$ cat config.mk
export PLATFORM = sky130hd
export DESIGN_NAME = fir_mac_seq
export DESIGN_NICKNAME = d
export VERILOG_FILES = /design/src/rtl/fir_mac_pkg.sv /design/src/rtl/fir_mac_round_sat.sv /design/src/rtl/fir_mac_seq.sv
export SDC_FILE = /design/constraint.sdc
export NUM_CORES = 1
export LEC_CHECK = 0
export ABC_CLOCK_PERIOD_IN_PS = 11350
export BUFFER_PORTS_ARGS = -buffer_cell sky130_fd_sc_hd__buf_2
export CAP_MARGIN = 10
export CORE_AREA = 5 5 247 249
export CTS_CLUSTER_DIAMETER = 200
export DETAILED_ROUTE_END_ITERATION = 16
export DIE_AREA = 0 0 252 254
export MAX_ROUTING_LAYER = met4
export PLACE_DENSITY = 0.52
export RECOVER_POWER = 50
export SYNTH_ARGS = -nofsm -noshare
export SYNTH_HDL_FRONTEND = slang
export SYNTH_HIERARCHICAL = 1
export SYNTH_SLANG_ARGS = --single-unit
$ cat constraint.sdc
create_clock -name clk -period 11.35 [get_ports clk]
set_clock_uncertainty 0.15 [all_clocks]
set_input_delay 2.27 -clock clk [delete_from_list [all_inputs] [get_ports clk]]
set_output_delay 2.27 -clock clk [all_outputs]
set_load 0.02 [all_outputs]
$ cat src/rtl/fir_mac_pkg.sv
// Shared types and constants for the sequential FIR MAC filter.
// FSM state encoding, default widths and the reset coefficient profile.
package fir_mac_pkg;

    typedef enum logic [1:0] {
        ST_IDLE = 2'd0,
        ST_MAC  = 2'd1,
        ST_OUT  = 2'd2
    } state_e;

    localparam int DEF_DW    = 12;
    localparam int DEF_FRAC  = 10;
    localparam int DEF_CW    = 12;
    localparam int DEF_CFRAC = 10;
    localparam int DEF_NTAP  = 8;

    // Tap 0 is unity gain, all others zero: a pass-through filter.
    function automatic int reset_coef(input int idx, input int cfrac);
        return (idx == 0) ? (1 << cfrac) : 0;
    endfunction

endpackage

$ cat src/rtl/fir_mac_round_sat.sv
// Round-half-up and narrow the accumulator to the output width.
// FIR_MAC_SAT_EN selects saturation; otherwise the result wraps.
module fir_mac_round_sat #(
    parameter int IW = 27,
    parameter int OW = 12,
    parameter int SH = 10
) (
    input  logic signed [IW-1:0] acc_i,
    output logic signed [OW-1:0] res_o
);

    // One guard bit so adding the half LSB never overflows.
    localparam int XW = IW + 1;
    localparam logic signed [XW-1:0] HALF = XW'(2 ** (SH - 1));

    logic signed [XW-1:0] ext;
    logic signed [XW-1:0] shr;

    // Add half an output LSB, then arithmetic shift (floor).
    always_comb begin
        ext = {acc_i[IW-1], acc_i} + HALF;
        shr = ext >>> SH;
    end

`ifdef FIR_MAC_SAT_EN
    localparam logic signed [XW-1:0] MAXV = XW'((2 ** (OW - 1)) - 1);
    localparam logic signed [XW-1:0] MINV = ~MAXV;

    // Clamp to the representable output range.
    always_comb begin
        if (shr > MAXV) begin
            res_o = MAXV[OW-1:0];
        end else if (shr < MINV) begin
            res_o = MINV[OW-1:0];
        end else begin
            res_o = shr[OW-1:0];
        end
    end
`else
    logic unused_hi;
    assign unused_hi = ^shr[XW-1:OW];

    // Keep the low bits only; large sums wrap.
    always_comb begin
        res_o = shr[OW-1:0];
    end
`endif

endmodule

$ cat src/rtl/fir_mac_seq.sv
// Sequential single-multiplier FIR: one tap per clock, IDLE/MAC/OUT.
// Define FIR_MAC_SAT_EN to saturate the output instead of wrapping.
module fir_mac_seq
    import fir_mac_pkg::*;
#(
    parameter int DW    = DEF_DW,
    parameter int FRAC  = DEF_FRAC,
    parameter int CW    = DEF_CW,
    parameter int CFRAC = DEF_CFRAC,
    parameter int NTAP  = DEF_NTAP
) (
    input  logic                    clk,
    input  logic                    rst,
    input  logic [DW-1:0]           p,
    input  logic                    p_valid,
    output logic                    p_ready,
    output logic [DW-1:0]           q,
    output logic                    q_valid,
    input  logic                    coef_we,
    input  logic [$clog2(NTAP)-1:0] coef_addr,
    input  logic [CW-1:0]           coef_data
);

    localparam int KW = $clog2(NTAP);
    localparam int AW = DW + CW + KW;

    if (NTAP < 2 || NTAP > 64) begin : g_bad_ntap
        $error("fir_mac_seq: NTAP out of range");
    end
    if (FRAC >= DW) begin : g_bad_frac
        $error("fir_mac_seq: FRAC must be below DW");
    end

    state_e                 state_q, state_d;
    logic signed [DW-1:0]   x_q [NTAP];
    logic signed [CW-1:0]   c_q [NTAP];
    logic signed [AW-1:0]   acc_q, acc_d;
    logic [KW-1:0]          k_q, k_d;
    logic [DW-1:0]          qh_q, qh_d;
    logic signed [DW+CW-1:0] prod;
    logic signed [DW-1:0]   rnd;
    logic                   shift;
    logic                   coef_wr;

    assign prod = x_q[k_q] * c_q[k_q];

    fir_mac_round_sat #(
        .IW(AW),
        .OW(DW),
        .SH(CFRAC)
    ) u_rnd (
        .acc_i(acc_q),
        .res_o(rnd)
    );

    // Next-state, handshake and output decode.
    always_comb begin
        state_d = state_q;
        acc_d   = acc_q;
        k_d     = k_q;
        qh_d    = qh_q;
        p_ready = 1'b0;
        q_valid = 1'b0;
        q       = qh_q;
        shift   = 1'b0;
        coef_wr = 1'b0;
        unique case (state_q)
            ST_IDLE: begin
                p_ready = 1'b1;
                coef_wr = coef_we && (int'(coef_addr) < NTAP);
                if (p_valid) begin
                    shift   = 1'b1;
                    acc_d   = '0;
                    k_d     = '0;
                    state_d = ST_MAC;
                end
            end
            ST_MAC: begin
                acc_d = acc_q + AW'(prod);
                if (k_q == KW'(NTAP - 1)) begin
                    state_d = ST_OUT;
                end else begin
                    k_d = k_q + 1'b1;
                end
            end
            ST_OUT: begin
                q_valid = 1'b1;
                q       = rnd;
                qh_d    = rnd;
                state_d = ST_IDLE;
            end
            default: state_d = ST_IDLE;
        endcase
    end

    // Control state, accumulator, tap counter and held output.
    always_ff @(posedge clk) begin
        if (!rst) begin
            state_q <= ST_IDLE;
            acc_q   <= '0;
            k_q     <= '0;
            qh_q    <= '0;
        end else begin
            state_q <= state_d;
            acc_q   <= acc_d;
            k_q     <= k_d;
            qh_q    <= qh_d;
        end
    end

    // Delay line shift on accept; coefficient writes only while idle.
    always_ff @(posedge clk) begin
        if (!rst) begin
            for (int i = 0; i < NTAP; i++) begin
                x_q[i] <= '0;
                c_q[i] <= CW'(reset_coef(i, CFRAC));
            end
        end else begin
            if (shift) begin
                x_q[0] <= p;
                for (int i = 1; i < NTAP; i++) begin
                    x_q[i] <= x_q[i-1];
                end
            end
            if (coef_wr) begin
                c_q[coef_addr] <= coef_data;
            end
        end
    end

endmodule
; ---- After elaboration in Yosys (flattened, before gate mapping)
; Memory sizes are Yosys's and may differ from the RTL's. A register that Yosys moved wholly into a read port is not among the register bits.
; Cells that the tools add are included.
[classes]
n_addsub = 3
mul = 1
n_eq_ne = 6
n_mux = 36
bitwise = 8
n_reduce_logical = 6
[op_table]
columns = cell, count
row1 = $mux 12, 10
row2 = $pmux 27 s2, 1
row3 = $add 27x24->27, 1
row4 = $mux 27, 1
row5 = $mul 12x12->24, 1
row6 = $add 22x11->22 const B, 1
row7 = $mux 3, 7
row8 = $mux 1, 13
row9 = $reduce_or 12->1, 1
row10 = $or 1x1->1, 8
row11 = $ne 2x2->1 const B, 3
row12 = $pmux 3 s2, 1
row13 = $mux 2, 2
row14 = $pmux 2 s2, 1
row15 = $reduce_and 2->1, 2
row16 = $add 3x1->3 const B, 1
row17 = $eq 3x3->1 const B, 1
row18 = $reduce_and 3->1, 1
row19 = $eq 2x1->1 const B, 1
row20 = $eq 2x2->1 const B, 1
row21 = $logic_not 2->1, 1
row22 = $reduce_bool 2->1, 1
[totals]
register_bits = 44
ram_bits = 192
input_bits = 31
wordCells = 66
mem_count = 2
[memory_table]
columns = memory, words, word_bits, read_ports, rd_clocked_by_memory_dff, write_ports, line
row1 = c_q, 8, 12, 1, 1, 8, fir_mac_seq.sv:36  ; logic signed [CW-1:0] c_q [NTAP];
row2 = x_q, 8, 12, 8, 1, 8, fir_mac_seq.sv:35  ; logic signed [DW-1:0] x_q [NTAP];

; ---- Longest topological paths before layout
[logic_depth]
word_depth = 7
depth_mapped = 26
mapped_depth_nobuf = 23

; ---- Modules after synthesis
; The synthesis kept the hierarchy.
[by_module_without_submodules]
columns = mod, n_inst, cells_per_inst, area_per_inst_um2, seq_area_each_um2
row1 = fir_mac_seq, 1, 1414, 17066.4, 6706.4
row2 = fir_mac_round_sat, 1, 32, 226.5, 0.0

; ---- Least setup slack after synthesis
; OpenSTA, ideal clock, no wires.
[synth_path]
path_kind = register -> register
from = register (tool-made name)
to = register acc_q[18]
setup_time_ps = 123
t_arrival_ps = 6176
path_slack_ps = 4901
stages_incl_launch_ff = 24
synth_period_minus_slack_ps = 6449
cell_sequence = dfxtp_1 -> buf_6 -> buf_6 -> mux4_2 -> mux2i_1 -> nor2_1 -> fa_1 -> inv_1 -> fa_1 -> inv_1 -> fa_1 -> inv_1 -> fa_1 -> inv_1 -> fa_1 -> ha_1 -> ha_1 -> o21ai_2 -> a21oi_2 -> o41ai_4 -> nor3_2 -> a2111oi_4 -> xor2_1 -> o21ai_1
[synth_rtl]
columns = item, line
row1 = to (signal assigned), fir_mac_seq.sv:100  ; acc_q <= '0;
row2 = to (signal assigned), fir_mac_seq.sv:105  ; acc_q <= acc_d;
row3 = to (decl), fir_mac_seq.sv:37  ; logic signed [AW-1:0] acc_q, acc_d;

==> results_dict.tcl <==
set metrics [dict create \
    worstSetupPathType "register to register" \
    setup_ws_ns 3.71 \
    drc_violations 0 \
    drtPass1Iterations 4 \
    critical_path_buf_inv_count 4 \
    final_common_cell "sky130_fd_sc_hd__edfxtp_1" \
    post-layout-total-power_mw 3.84 \
    startpoint_type "register" \
    cts_sinks 234 \
    clk_pin_slew_ns 0.06 \
    worst_setup_path_end_kind "register" \
    row_count 89 \
    area_growth_pct 11.9 \
    setup_viol_count_final 0 \
    timing_hold_violations_final 0 \
    post_cts.repair.setup_buffers 0 \
    portBuffers 44 \
    postCtsResizedCells 0 \
    final_nets 1612 \
    initial_utilization_pct 27.7 \
    dieHeight_um 254 \
    grt_pass1_wl_um 58600 \
    antenna_violations_before_repair 1 \
    cap_violations 4 \
    clockBufferDepth 3 \
    final_period_minus_worst_setup_slack_ns 7.64 \
    root_buf_cell "sky130_fd_sc_hd__clkbuf_16" \
    cell_count_after_synthesis 1328 \
    grt_remaining_overflow 0 \
    crit_required_ns 11.61 \
    pin_count 45 \
    syn_area_mm2 0.0162 \
    finalMaxSlewViolations 208 \
    vias_per_cell 4.36 \
    die-width_um 252 \
    dp_worst_setup_slack_ns 3.69 \
    cts_made_buffers 28 \
    worstPathCellList "mux4_2 -> mux2i_1 -> inv_1 -> nand2_1 -> inv_1 -> fa_1 -> inv_1 -> fa_1 -> inv_1 -> fa_1 -> fa_1 -> fa_1 -> fa_1 -> ha_1 -> and3_1 -> nand4_1 -> a21oi_1 -> nor3_1 -> o31ai_1 -> xnor2_1 -> o21ai_0" \
    mappedNetlistNets 1578 \
    htree_levels 1 \
    place_hpwl_um 26200 \
    arrival_ns 7.90 \
    postRouteWirelength_um 36300 \
    max-vdd-ir-drop_mv 0.146 \
    ys.warnings.count 6 \
    final_layout_size_suffix_gt1_share_pct 14.3 \
    power_leakage_nw 7.40 \
    slowest_stage "sky130_fd_sc_hd__dfxtp_4" \
    via_count_of_the_first_global_routing_pass 10400 \
    postSynthAreaPerCell_um2 12.2 \
    slew_headroom_pct -184 \
    worst_path_largest_cell_delay_ns 1.00 \
    area_enclosed_by_the_die_boundary_mm2 0.0640 \
    rsz0062_at_grt "false" \
    grt.total_usage_pct 11.8 \
    cellPowerDensity_mw_per_mm2 212 \
    failing_checks "capacitance limit, slew limit" \
    worstMarginPinSlew_ns 4.26 \
    clock_insertion_delay_worst_skew_ns 0.57 \
    layout_common_cells "sky130_fd_sc_hd__edfxtp_1 (192), sky130_fd_sc_hd__inv_1 (177), sky130_fd_sc_hd__and2_1 (159)" \
    via_count_of_the_routed_design 9405 \
    tritoncts "yes" \
    drt_iter0_drc 427 \
    critPathTopFamily "adder cells" \
    antenna_left 0 \
    path_common_cell "sky130_fd_sc_hd__fa_1" \
    status "finished with violations" \
    routability_congestion_estimate_from_global_placement 0.873 \
    detail_route.wl_per_cell_um 16.8 \
    hold_class "register to register" \
    utilization_of_the_core_after_routing_pct 31.0 \
    period_share_pct 67.3 \
    fmaxAchievable_ghz 0.131 \
    path_max_fanout 48 \
    floorplan_core_area_mm2 0.0585 \
    final.setup.tns_ns 0 \
    hold_buffers 0 \
    pin_count_of_the_biggest_net_entering_global_routing 81 \
]
worst paths after layout:
kind                          from                      to  slack [ns]  depth (start not counted)
max                       register  acc_q[19]$_SDFFE_PN0P_        3.71                         21
min reg2reg  acc_q[8]$_SDFFE_PN0P_   acc_q[8]$_SDFFE_PN0P_        0.31                          2
min          acc_q[8]$_SDFFE_PN0P_   acc_q[8]$_SDFFE_PN0P_        0.31                          2
max reg2reg               register  acc_q[19]$_SDFFE_PN0P_        3.71                         21
routing by layer:
metal	up-vias	GRT usage [%]	wire, um
met5	-	-	0
met4	0	2.43	662
met3	36	1.70	1160
met2	132	18.9	16800
met1	4786	16.1	17700
li1	4451	-	-
metrics by stage:
step	area [um^2]	hold slack [ns]	std cells
after floorplan	16200	0.281	1328
after CTS	18100	0.317	2156
final	18100	0.314	2157
after global routing	18100	0.345	2157
after detailed placement	17200	0.306	2105
after global placement	17200	0.289	2105
worst register-to-register path: cells and delay by family, from the launching register on:
kind,cells,cell delay [ns]
multiplexers,2,1.45
flip-flops,1,1.00
buffers and inverters,4,0.36
XOR/XNOR,1,0.14
AO/OA/AOI/OAI,3,0.54
AND/OR/NAND/NOR,4,0.66
adder cells (fa/ha/maj),7,3.22
power breakdown:
group	switching (mW)	internal [mW]
logic	1.11	0.815
registers	0.0427	0.996
clock network	0.358	0.513
total	1.51	2.32
state kept, by name, indices dropped and copies added (netlist names), named ones only:
signal / flops
x_q: 96
k_q: 3
qh_q: 12
c_q: 96
state_q: 2
acc_q: 22
layout make-up:
type	instances	area, um^2
clock buffer	37	754
tap	773	967
fill	5904	40300
timing repair buffer	58	307
inverter	177	664
antenna	1	2.50
sequential	234	6610
clock inverter	14	143
multi-input combinational	863	8660
(Power assumes the default switching activity.)
